$ cat src/rtl/wide_add_pkg.sv
// Shared constants and state encoding for the nibble-serial adder.
// Latency: n/a (package only).
// Backpressure: n/a (package only).
// Contents: SLICE_W (datapath slice width), legacy state constants and the
// matching state enum used by wide_add_seq.
package wide_add_pkg;

  localparam int SLICE_W = 4;

  // Legacy-compatible encodings; the enum below reuses them so waveforms
  // and older tooling see the same values.
  localparam logic [1:0] S_IDLE = 2'd0;
  localparam logic [1:0] S_RUN  = 2'd1;
  localparam logic [1:0] S_DONE = 2'd2;

  typedef enum logic [1:0] {
    IDLE = S_IDLE,
    RUN  = S_RUN,
    DONE = S_DONE
  } state_e;

endpackage

$ cat src/rtl/wide_add_seq_if.sv
// Operand/result handshake bundle for wide_add_seq.
// Latency: n/a (wiring only).
// Backpressure: in_valid/in_ready upstream, out_valid/out_ready downstream.
// Ports: in_valid, in_ready, a, b, cin, out_valid, out_ready, sum, cout, ovf,
// busy; plus sub when WIDE_ADD_SUB_EN is defined.
// Modports: slave = the adder, master = producer/consumer side.
interface wide_add_seq_if #(
  parameter int WIDTH = 16
);

  logic             in_valid;
  logic             in_ready;
  logic [WIDTH-1:0] a;
  logic [WIDTH-1:0] b;
  logic             cin;
`ifdef WIDE_ADD_SUB_EN
  logic             sub;
`endif
  logic             out_valid;
  logic             out_ready;
  logic [WIDTH-1:0] sum;
  logic             cout;
  logic             ovf;
  logic             busy;

  modport slave (
    input  in_valid,
    output in_ready,
    input  a,
    input  b,
    input  cin,
`ifdef WIDE_ADD_SUB_EN
    input  sub,
`endif
    output out_valid,
    input  out_ready,
    output sum,
    output cout,
    output ovf,
    output busy
  );

  modport master (
    output in_valid,
    input  in_ready,
    output a,
    output b,
    output cin,
`ifdef WIDE_ADD_SUB_EN
    output sub,
`endif
    input  out_valid,
    output out_ready,
    input  sum,
    input  cout,
    input  ovf,
    input  busy
  );

endinterface

$ cat src/rtl/four_bit_RCA.sv
// 4-bit ripple-carry adder slice, purely combinational.
// Latency: 0 cycles (combinational).
// Backpressure: none (no handshake).
// Ports: a, b (4-bit operands), cin (carry in), sum (4-bit), cout (carry out).
module four_bit_RCA
  import wide_add_pkg::*;
(
  input  logic [SLICE_W-1:0] a,
  input  logic [SLICE_W-1:0] b,
  input  logic               cin,
  output logic [SLICE_W-1:0] sum,
  output logic               cout
);

  logic [SLICE_W:0] c;

  assign c[0] = cin;

  for (genvar i = 0; i < SLICE_W; i++) begin : g_fa
    assign sum[i]   = a[i] ^ b[i] ^ c[i];
    assign c[i+1]   = (a[i] & b[i]) | (c[i] & (a[i] ^ b[i]));
  end

  assign cout = c[SLICE_W];

endmodule

$ cat src/rtl/wide_add_seq.sv
// WIDTH-bit adder built from one shared 4-bit slice, one nibble per cycle LSB first.
// Latency: out_valid rises NSLICE cycles after the accepting edge; one op per NSLICE+2 cycles.
// Backpressure: in_ready only in IDLE; result held in DONE until out_ready.
// Ports: clk, rst_n (async active-low), bus (wide_add_seq_if.slave: operand
// handshake a/b/cin, result handshake sum/cout/ovf, busy status).
// Optional: define WIDE_ADD_SUB_EN to add bus.sub, which turns the op into a-b.
module wide_add_seq
  import wide_add_pkg::*;
#(
  parameter int WIDTH = 16
) (
  input logic           clk,
  input logic           rst_n,
  wide_add_seq_if.slave bus
);

  localparam int NSLICE = WIDTH / SLICE_W;
  localparam int IDXW   = (NSLICE > 1) ? $clog2(NSLICE) : 1;
  localparam logic [IDXW-1:0] LAST_IDX = IDXW'(NSLICE - 1);

  if ((WIDTH < SLICE_W) || ((WIDTH % SLICE_W) != 0)) begin : g_bad_width
    $error("wide_add_seq: WIDTH must be a multiple of 4 and at least 4");
  end

  state_e           state_q;
  logic [WIDTH-1:0] a_q;
  logic [WIDTH-1:0] b_q;
  logic             c_q;
  logic [IDXW-1:0]  idx_q;
  logic [WIDTH-1:0] sum_q;
  logic             cout_q;
  logic             ovf_q;

  // Operand load values. Subtraction stores ~b and forces the initial carry,
  // so the datapath itself only ever adds.
  logic [WIDTH-1:0] b_load;
  logic             c_load;

`ifdef WIDE_ADD_SUB_EN
  assign b_load = bus.sub ? ~bus.b : bus.b;
  assign c_load = bus.sub ? 1'b1   : bus.cin;
`else
  assign b_load = bus.b;
  assign c_load = bus.cin;
`endif

  // Shared slice: operands are muxed by the current nibble index.
  logic [SLICE_W-1:0] a_nib;
  logic [SLICE_W-1:0] b_nib;
  logic [SLICE_W-1:0] s_nib;
  logic               s_co;

  assign a_nib = a_q[SLICE_W*idx_q +: SLICE_W];
  assign b_nib = b_q[SLICE_W*idx_q +: SLICE_W];

  four_bit_RCA u_slice (
    .a    (a_nib),
    .b    (b_nib),
    .cin  (c_q),
    .sum  (s_nib),
    .cout (s_co)
  );

  // Signed overflow on the last pass: like-signed operands producing a result
  // of the other sign. b_q already carries the inverted MSB when subtracting.
  logic ovf_next;
  assign ovf_next = (a_q[WIDTH-1] == b_q[WIDTH-1]) && (s_nib[SLICE_W-1] != a_q[WIDTH-1]);

  always_ff @(posedge clk or negedge rst_n) begin
    if (!rst_n) begin
      state_q <= IDLE;
      a_q     <= '0;
      b_q     <= '0;
      c_q     <= 1'b0;
      idx_q   <= '0;
      sum_q   <= '0;
      cout_q  <= 1'b0;
      ovf_q   <= 1'b0;
    end else begin
      case (state_q)
        IDLE: begin
          if (bus.in_valid) begin
            a_q     <= bus.a;
            b_q     <= b_load;
            c_q     <= c_load;
            idx_q   <= '0;
            sum_q   <= '0;
            state_q <= RUN;
          end
        end
        RUN: begin
          sum_q[SLICE_W*idx_q +: SLICE_W] <= s_nib;
          c_q <= s_co;
          if (idx_q == LAST_IDX) begin
            // idx stays on the last nibble so it never leaves 0..NSLICE-1.
            cout_q  <= s_co;
            ovf_q   <= ovf_next;
            state_q <= DONE;
          end else begin
            idx_q <= idx_q + 1'b1;
          end
        end
        DONE: begin
          // Only the result handshake completes here; a pending operand
          // is picked up next cycle from IDLE.
          if (bus.out_ready) begin
            state_q <= IDLE;
          end
        end
        default: state_q <= IDLE;
      endcase
    end
  end

  assign bus.in_ready  = (state_q == IDLE);
  assign bus.out_valid = (state_q == DONE);
  assign bus.busy      = (state_q != IDLE);
  assign bus.sum       = sum_q;
  assign bus.cout      = cout_q;
  assign bus.ovf       = ovf_q;

endmodule

$ cat src/flat_wrapper.sv
// flat-port wrapper written by rule: the top's interface ports become plain ports
module wide_add_seq_flat import wide_add_pkg::*;
#(
  parameter int WIDTH = 16
)
  (clk, rst_n, bus_in_valid, bus_in_ready, bus_a, bus_b, bus_cin, bus_out_valid, bus_out_ready, bus_sum, bus_cout, bus_ovf, bus_busy);
  wide_add_seq_if #(.WIDTH(WIDTH)) bus_i ();
  input logic clk;
  input logic rst_n;
  input wire logic [$bits(bus_i.in_valid)-1:0] bus_in_valid;
  output wire logic [$bits(bus_i.in_ready)-1:0] bus_in_ready;
  input wire logic [$bits(bus_i.a)-1:0] bus_a;
  input wire logic [$bits(bus_i.b)-1:0] bus_b;
  input wire logic [$bits(bus_i.cin)-1:0] bus_cin;
  output wire logic [$bits(bus_i.out_valid)-1:0] bus_out_valid;
  input wire logic [$bits(bus_i.out_ready)-1:0] bus_out_ready;
  output wire logic [$bits(bus_i.sum)-1:0] bus_sum;
  output wire logic [$bits(bus_i.cout)-1:0] bus_cout;
  output wire logic [$bits(bus_i.ovf)-1:0] bus_ovf;
  output wire logic [$bits(bus_i.busy)-1:0] bus_busy;
  assign bus_i.in_valid = bus_in_valid;
  assign bus_in_ready = bus_i.in_ready;
  assign bus_i.a = bus_a;
  assign bus_i.b = bus_b;
  assign bus_i.cin = bus_cin;
  assign bus_out_valid = bus_i.out_valid;
  assign bus_i.out_ready = bus_out_ready;
  assign bus_sum = bus_i.sum;
  assign bus_cout = bus_i.cout;
  assign bus_ovf = bus_i.ovf;
  assign bus_busy = bus_i.busy;
  wide_add_seq #(.WIDTH(WIDTH)) u_core (.clk(clk), .rst_n(rst_n), .bus(bus_i));
endmodule
$ cat config.mk
export PLATFORM = sky130hd
export DESIGN_NAME = wide_add_seq_flat
export DESIGN_NICKNAME = d
export VERILOG_FILES = /design/src/rtl/wide_add_pkg.sv /design/src/rtl/wide_add_seq_if.sv /design/src/rtl/four_bit_RCA.sv /design/src/rtl/wide_add_seq.sv /design/src/flat_wrapper.sv
export SDC_FILE = /design/constraint.sdc
export NUM_CORES = 1
export LEC_CHECK = 0
export ABC_AREA = 1
export BUFFER_PORTS_ARGS = -buffer_cell sky130_fd_sc_hd__buf_2
export CAP_MARGIN = 10
export CORE_ASPECT_RATIO = 0.7
export CORE_UTILIZATION = 55
export CTS_BUF_LIST = sky130_fd_sc_hd__clkbuf_4
export CTS_CLUSTER_DIAMETER = 30
export DETAILED_ROUTE_END_ITERATION = 6
export MAX_ROUTING_LAYER = met4
export PLACE_DENSITY_LB_ADDON = 0.25
export SLEW_MARGIN = 20
export SYNTH_ARGS = -nofsm -noshare
export SYNTH_HDL_FRONTEND = slang
export SYNTH_SLANG_ARGS = --single-unit
$ cat constraint.sdc
create_clock -name clk -period 3.9 [get_ports clk]
set_clock_uncertainty 0.05 [all_clocks]
set_input_delay 0.195 -clock clk [delete_from_list [all_inputs] [get_ports clk]]
set_output_delay 0.195 -clock clk [all_outputs]
set_load 0.02 [all_outputs]
---- Yosys cells after proc, flatten, opt, wreduce, memory -nomap -nowiden ----
Index checks and enable logic that the tools add are counted.
word-level totals
  register bits ........................... 55
  input port bits ......................... 37
  output and inout bits ................... 21
cells by class
  add/subtract/negate cells ............... 2
  eq/ne operators ......................... 9
  shift-type cells ........................ 4
  muxes and demuxes ....................... 12
  bitwise operators ....................... 20
  reductions and logical operators ........ 9
operators by type and width
  cell                     number
  $neg 4->34               1
  $shift 4x34->16 const A  1
  $shiftx 4x34->16         1
  $pmux 16 s2              1
  $shiftx 16x5->4          2
  $bwmux 16                1
  $mux 16                  1
  $mux 2                   5
  $and 1x1->1              8
  $xor 1x1->1              8
  $pmux 2 s3               1
  $reduce_and 2->1         3
  $reduce_and 3->1         2
  $eq 2x2->1 const B       2
  $ne 2x1->1 const B       2
  $ne 2x2->1 const B       2
  $or 1x1->1               4
  $pmux 2 s2               1
  $reduce_bool 2->1        2
  $add 2x1->2 const B      1
  $eq 2x1->1 const B       1
  $logic_not 2->1          1
  $pmux 1 s2               1
  $eq 1x1->1               1
  other kinds (3)          3

---- Depth between registers and ports, before layout ----
  word-level depth ........................ 12
  mapped depth ............................ 18
  depth with buffers taken out ............ 16

---- Cells and area by module ----
Synthesis repeated with hierarchy kept, for this count alone.
unflattened totals
  cells, all modules ...................... 366
  area total of the unflattened synthesis .. 2,831.5 um2
modules (own cells, without submodules)
  module        times used  cells an instance  area each (um2)  seq. area each (um2)
  wide_add_seq  1           352                2,713.9          1,376.3
  four_bit_RCA  1           14                 117.6            0.0

---- Worst setup path after synthesis ----
Ideal clock, no wire load.
  path type ............................... register to register
  start ................................... reg u_core.idx_q[0]
  end ..................................... reg u_core.sum_q[15], in the netlist u_core.bus.sum[15]
  data arrival time ....................... 2,700 ps
  data required time ...................... 3,733 ps
  setup slack ............................. 1,033 ps
  stages on the path, launching flop included .. 18
  buffers on the path ..................... 2
  period minus slack after synthesis ...... 2,867 ps
  cells stage by stage .................... dfrtp_1 buf_2 inv_2 buf_2 nand2_1 nand3_1 nand2_1 fa_1 inv_1 fa_1 inv_1 fa_1 inv_1 fa_1 nand2_1 nor2_1 nand2_1 nand2_1
on the way
  cells in the longest elaborated chain, start to end .. 12
  elaborated cells between the ends (all ways) .. 24
RTL lines
  item                                RTL line                                text
  start: declaration                  wide_add_seq.sv:29                      logic [IDXW-1:0] idx_q;
  start signal: assignment            wide_add_seq.sv:100                     idx_q <= idx_q + 1'b1;
  $shiftx 16x5->4 (on tied branches)  wide_add_seq.sv:53, wide_add_seq.sv:54
  $xor 1x1->1                         four_bit_RCA.sv:20, four_bit_RCA.sv:21
  $and 1x1->1                         four_bit_RCA.sv:21                      assign c[i+1] = (a[i] & b[i]) | (c[i] & (a[i] ^ b[i]));
  $or 1x1->1                          four_bit_RCA.sv:21
  $and 1x1->1                         four_bit_RCA.sv:21
  $or 1x1->1                          four_bit_RCA.sv:21
  $and 1x1->1                         four_bit_RCA.sv:21
  $or 1x1->1                          four_bit_RCA.sv:21
  $xor 1x1->1                         four_bit_RCA.sv:20                      assign sum[i] = a[i] ^ b[i] ^ c[i];
  $shiftx 4x34->16                    wide_add_seq.sv:92                      sum_q[SLICE_W*idx_q +: SLICE_W] <= s_nib;
  $bwmux 16 (*)                       wide_add_seq.sv:92
  $pmux 16 s2 (*)                     wide_add_seq.sv:80                      case (state_q)
  end signal: indexed assignment      wide_add_seq.sv:92
  end: declaration                    wide_add_seq.sv:30                      logic [WIDTH-1:0] sum_q;
Mark *: on every way between the ends. The rest lies on a longest branch, timed or not.
A chain may end at the register's enable or synchronous reset.

---- Worst setup path after layout ----
  start ................................... reg u_core.idx_q[1]
  end ..................................... reg u_core.ovf_q, in the netlist u_core.bus.ovf
on the way
  cells in the longest elaborated chain, start to end .. 11
  elaborated cells between the ends (all ways) .. 20
RTL lines
  item                                RTL line                                text
  $shiftx 16x5->4 (on tied branches)  wide_add_seq.sv:53, wide_add_seq.sv:54
  $xor 1x1->1                         four_bit_RCA.sv:21
  $and 1x1->1                         four_bit_RCA.sv:21
  $or 1x1->1                          four_bit_RCA.sv:21
  $and 1x1->1                         four_bit_RCA.sv:21
  $or 1x1->1                          four_bit_RCA.sv:21
  $and 1x1->1                         four_bit_RCA.sv:21
  $or 1x1->1                          four_bit_RCA.sv:21
  $xor 1x1->1                         four_bit_RCA.sv:20
  $ne 1x1->1                          wide_add_seq.sv:67                      assign ovf_next = (a_q[WIDTH-1] == b_q[WIDTH-1]) && (s_nib[SLICE_W-1] != a_q[WIDTH-1]);
  $logic_and 1x1->1                   wide_add_seq.sv:67
  end signal: assignment              wide_add_seq.sv:97                      ovf_q <= ovf_next;
  end: declaration                    wide_add_seq.sv:32                      logic ovf_q;
Parallel ways exist; a longest one is shown, timed or not.

==> summary.md <==
| Metric | Value |
|---|---|
| Combinational power share | 55.6% |
| Crit path kind | reg2reg |
| Number of port buffers | 57 |
| Final worst-path setup slack | 852 ps |
| YS warnings | 0 |
| Mapped Nets | 394 |
| FP Rows | 21 |
| Die Footprint | 0.00543 mm^2 |
| Die Wd | 87.6 um |
| Worst IR Drop VDD | 0.384 mV |
| Diodes inserted | 0 |
| Hold depth | 3 |
| Yosys reg bits | 55 |
| Reg power frac | 35.6% |
| Final Setup Violations | 0 |
| Element type at the critical path end | register |
| Share of layout cells above drive strength 1 | 18.4% |
| CTS root buf | clkbuf_4 |
| Count of flip-flops with a built-in enable after synthesis | 0 |
| Largest net degree at the start of global routing | 56 |
| Clock latency on the worst-skew pair | 390 ps |
| Required @ worst endpoint | 4180 ps |
| Worst hold-check path type | in2reg |
| DRC | 0 |
| Leakage | 1.92 nW |
| R2r worst-path depth | 15 |
| CP max FO | 12 |
| Fmax achieved | 0.328 GHz |
| Period minus WS final | 3050 ps |
| Sequential share of the synthesized area | 48.8% |
| CTS buffer count | 5 |
| Cell Count, Final, Fillers Out | 494 |
| Vias | 2473 |
| Cell Count Post-Placement | 459 |
| First-pass iteration count of the detailed router | 4 |
| CP most frequent cell | inv_1 |
| P_sw | 1.38 mW |
| Clock-pin slew on the worst setup and hold paths | 160 ps |
| Global route overflow | 0 |
| Slew headroom | 55.2% |
| Top-count cell post-synth | nand2_1 |
| RSZ-0062 raised after global routing | false |
| Avg WL per Cell | 13.2 um |
| Io pins | 58 |
| GRT Resource Usage Total | 27.6% |
| Synth area leaders | dfrtp_1 49%, nand2_1 19%, nand3_1 11% |
| Sink Count | 55 |
| Detail Route Antenna Nets | 0 |
| Post-Route WL | 6.53 mm |
| Core footprint | 0.00486 mm^2 |
| Critical Path, Cell by Cell | inv_1, nand3_1, nand2_1, fa_1, inv_1, fa_1, inv_1, fa_1, inv_1, fa_1, inv_1, nand3_1, nand2_1, nand2_1, nand2_1 |
| Antenna violations before repair | 0 |
| Largest area contributor in the netlist | dfrtp_1 |
| Final hold violations | 0 |
| Post-synth top area share | 48.8% |
| Post-synthesis average cell area | 8.09 um^2 |
| Largest stage delay on the critical path | 540 ps |
| Post-Syn Area | 0.00282 mm^2 |
| Post-DP HPWL | 4.38 mm |
| Slew Limit Fails | 0 |
| Unique masters post-synth | 23 |
| Setup Buffers After CTS | 0 |
| CTS max path bufs | 2 |
| Arrival time worst endpoint | 3330 ps |
| DP Worst Slack | 907 ps |
| Final nets | 469 |
| Tcrit/Tclk final | 78.2% |
| Synth top cells by count | 143 x nand2_1, 63 x nand3_1, 55 x dfrtp_1 |
| CTS H-Tree Depth | 2 |
| Outcome | finished, final reports clean |
| Internal Pwr Total | 1.42 mW |
| Starting Density | 58.1% |
| CP max-delay cell | dfrtp_1 |
| Async SR Flop Fraction | 100% |
| Worst slew pin tran | 672 ps |
| Via density | 5.01 |
| Iter 0 DRT Violations | 208 |
| Total power draw | 2.80 mW |
| Die H | 61.9 um |
| CTS tree | done |
| Global-route wire length before repair | 10.7 mm |
| Startpoint types | register |
| Switching part of the total | 49.3% |
| Mapped Cells | 349 |
| Clock network fraction of design power | 8.8% |
| Max_cap viols | 0 |
| Area grow syn2layout | 20.5% |
| FILL cells | 415 |
| Setup_tns | 0 ps |
| Fin Hold WS | 10.7 ps |
| Power Dens Cells | 824 mW/mm^2 |
| RePlAce Congestion | 0.890 |
| Vias in the first global route | 2198 |
| Ys flop type | dfrtp_1 |
-- final cells by class --
| type | count | area [um^2] | area share [%] |
|---|---|---|---|
| Timing Repair Buffer | 87 | 578 | 17.0 |
| Clock buffer | 5 | 37.5 | 1.10 |
| Sequential cell | 55 | 1380 | 40.5 |
| Inverter | 23 | 86.3 | 2.54 |
| Tap cell | 69 | 86.3 | 2.54 |
| Clock inverter | 3 | 15.0 | 0.441 |
| Multi-Input combinational cell | 252 | 1220 | 35.9 |
-- sequential cells by signal, summed over array words and instances (netlist names) --
| name | cells |
|---|---|
| u_core.a_q | 16 |
| u_core.b_q | 16 |
| u_core.bus.cout | 1 |
| u_core.bus.ovf | 1 |
| u_core.bus.sum | 16 |
| u_core.c_q | 1 |
| u_core.idx_q | 2 |
| u_core.state_q | 2 |
-- stage by stage --
| stage | utilization, % | cell area [um^2] |
|---|---|---|
| CTS | 69.8 | 3390 |
| finish | 70.0 | 3400 |
| detailed placement | 63.3 | 3080 |
| global placement | 63.3 | 3080 |
| global route | 70.0 | 3400 |
| floorplan | - | 2820 |
-- worst max-delay path: cells and delay by family, from the launching register on --
kind	cells	cell delay [ps]
adders and majority gates	4	1350
DFF	1	540
and+or+nand+nor	6	490
buffers and inverters	5	540
-- power groups by stage --
stage               combinational (mW)  clock (mW)  sequential, mW
floorplan                         1.17           0            1.01
finish                            1.56       0.247           0.998
global placement                  1.50           0            1.00
global route                      1.78       0.271            1.03
CTS                               1.56       0.252           0.992
detailed placement                1.53           0            1.00
-- cell families (layout without fill, tap and decap cells) --
group                    Yosys count  count (layout)  synth area share, %
flip-flops                        55              55                 48.8
adder cells (fa/ha/maj)            8               8                 4.61
buffers and inverters             42             118                 7.93
AND/OR/NAND/NOR                  234             234                 36.3
AO/OA/AOI/OAI                     10              10                 2.39
-- timing repair --
action / CTS / global route
endpoints found under the setup margin: 0 / 0
resized for setup: 0 / 0
hold endpoints to repair: 80 / 1
hold buffers: 26 / 1
-- routing by layer --
layer | global-route usage [%] | part of all wire (%) | vias up
li1 | - | - | 1254
met2 | 36.2 | 41 | 83
met3 | 5.42 | 6.2 | 12
met1 | 42.6 | 51 | 1124
met5 | - | 0 | -
met4 | 7.73 | 1.4 | 0
-- placed cells by master, fill, tap and decap left out, types with 4 or more instances in the layout --
master,n
dlygate4sd3_1,27
nand3_1,63
dfrtp_1,55
nor2_1,16
nand2_1,143
o211ai_1,6
buf_2,57
inv_1,21
ha_1,4
clkbuf_4,5
fa_1,4
-- final timing paths --
kind / startpoint / to / slack [ps]
min in group asynchronous: rst_n / u_core.a_q[11]$_DFFE_PN0P_ / 390
setup reg to reg: u_core.idx_q[1]$_DFFE_PN0P_ / u_core.bus.ovf$_DFFE_PN0P_ / 850
hold / removal: bus_b[7] / u_core.b_q[7]$_DFFE_PN0P_ / 10
max in group asynchronous: rst_n / u_core.a_q[13]$_DFFE_PN0P_ / 2970
setup / recovery: u_core.idx_q[1]$_DFFE_PN0P_ / u_core.bus.ovf$_DFFE_PN0P_ / 850
hold reg to reg: u_core.a_q[13]$_DFFE_PN0P_ / u_core.a_q[13]$_DFFE_PN0P_ / 440
Power figures use the tool's default switching activity.
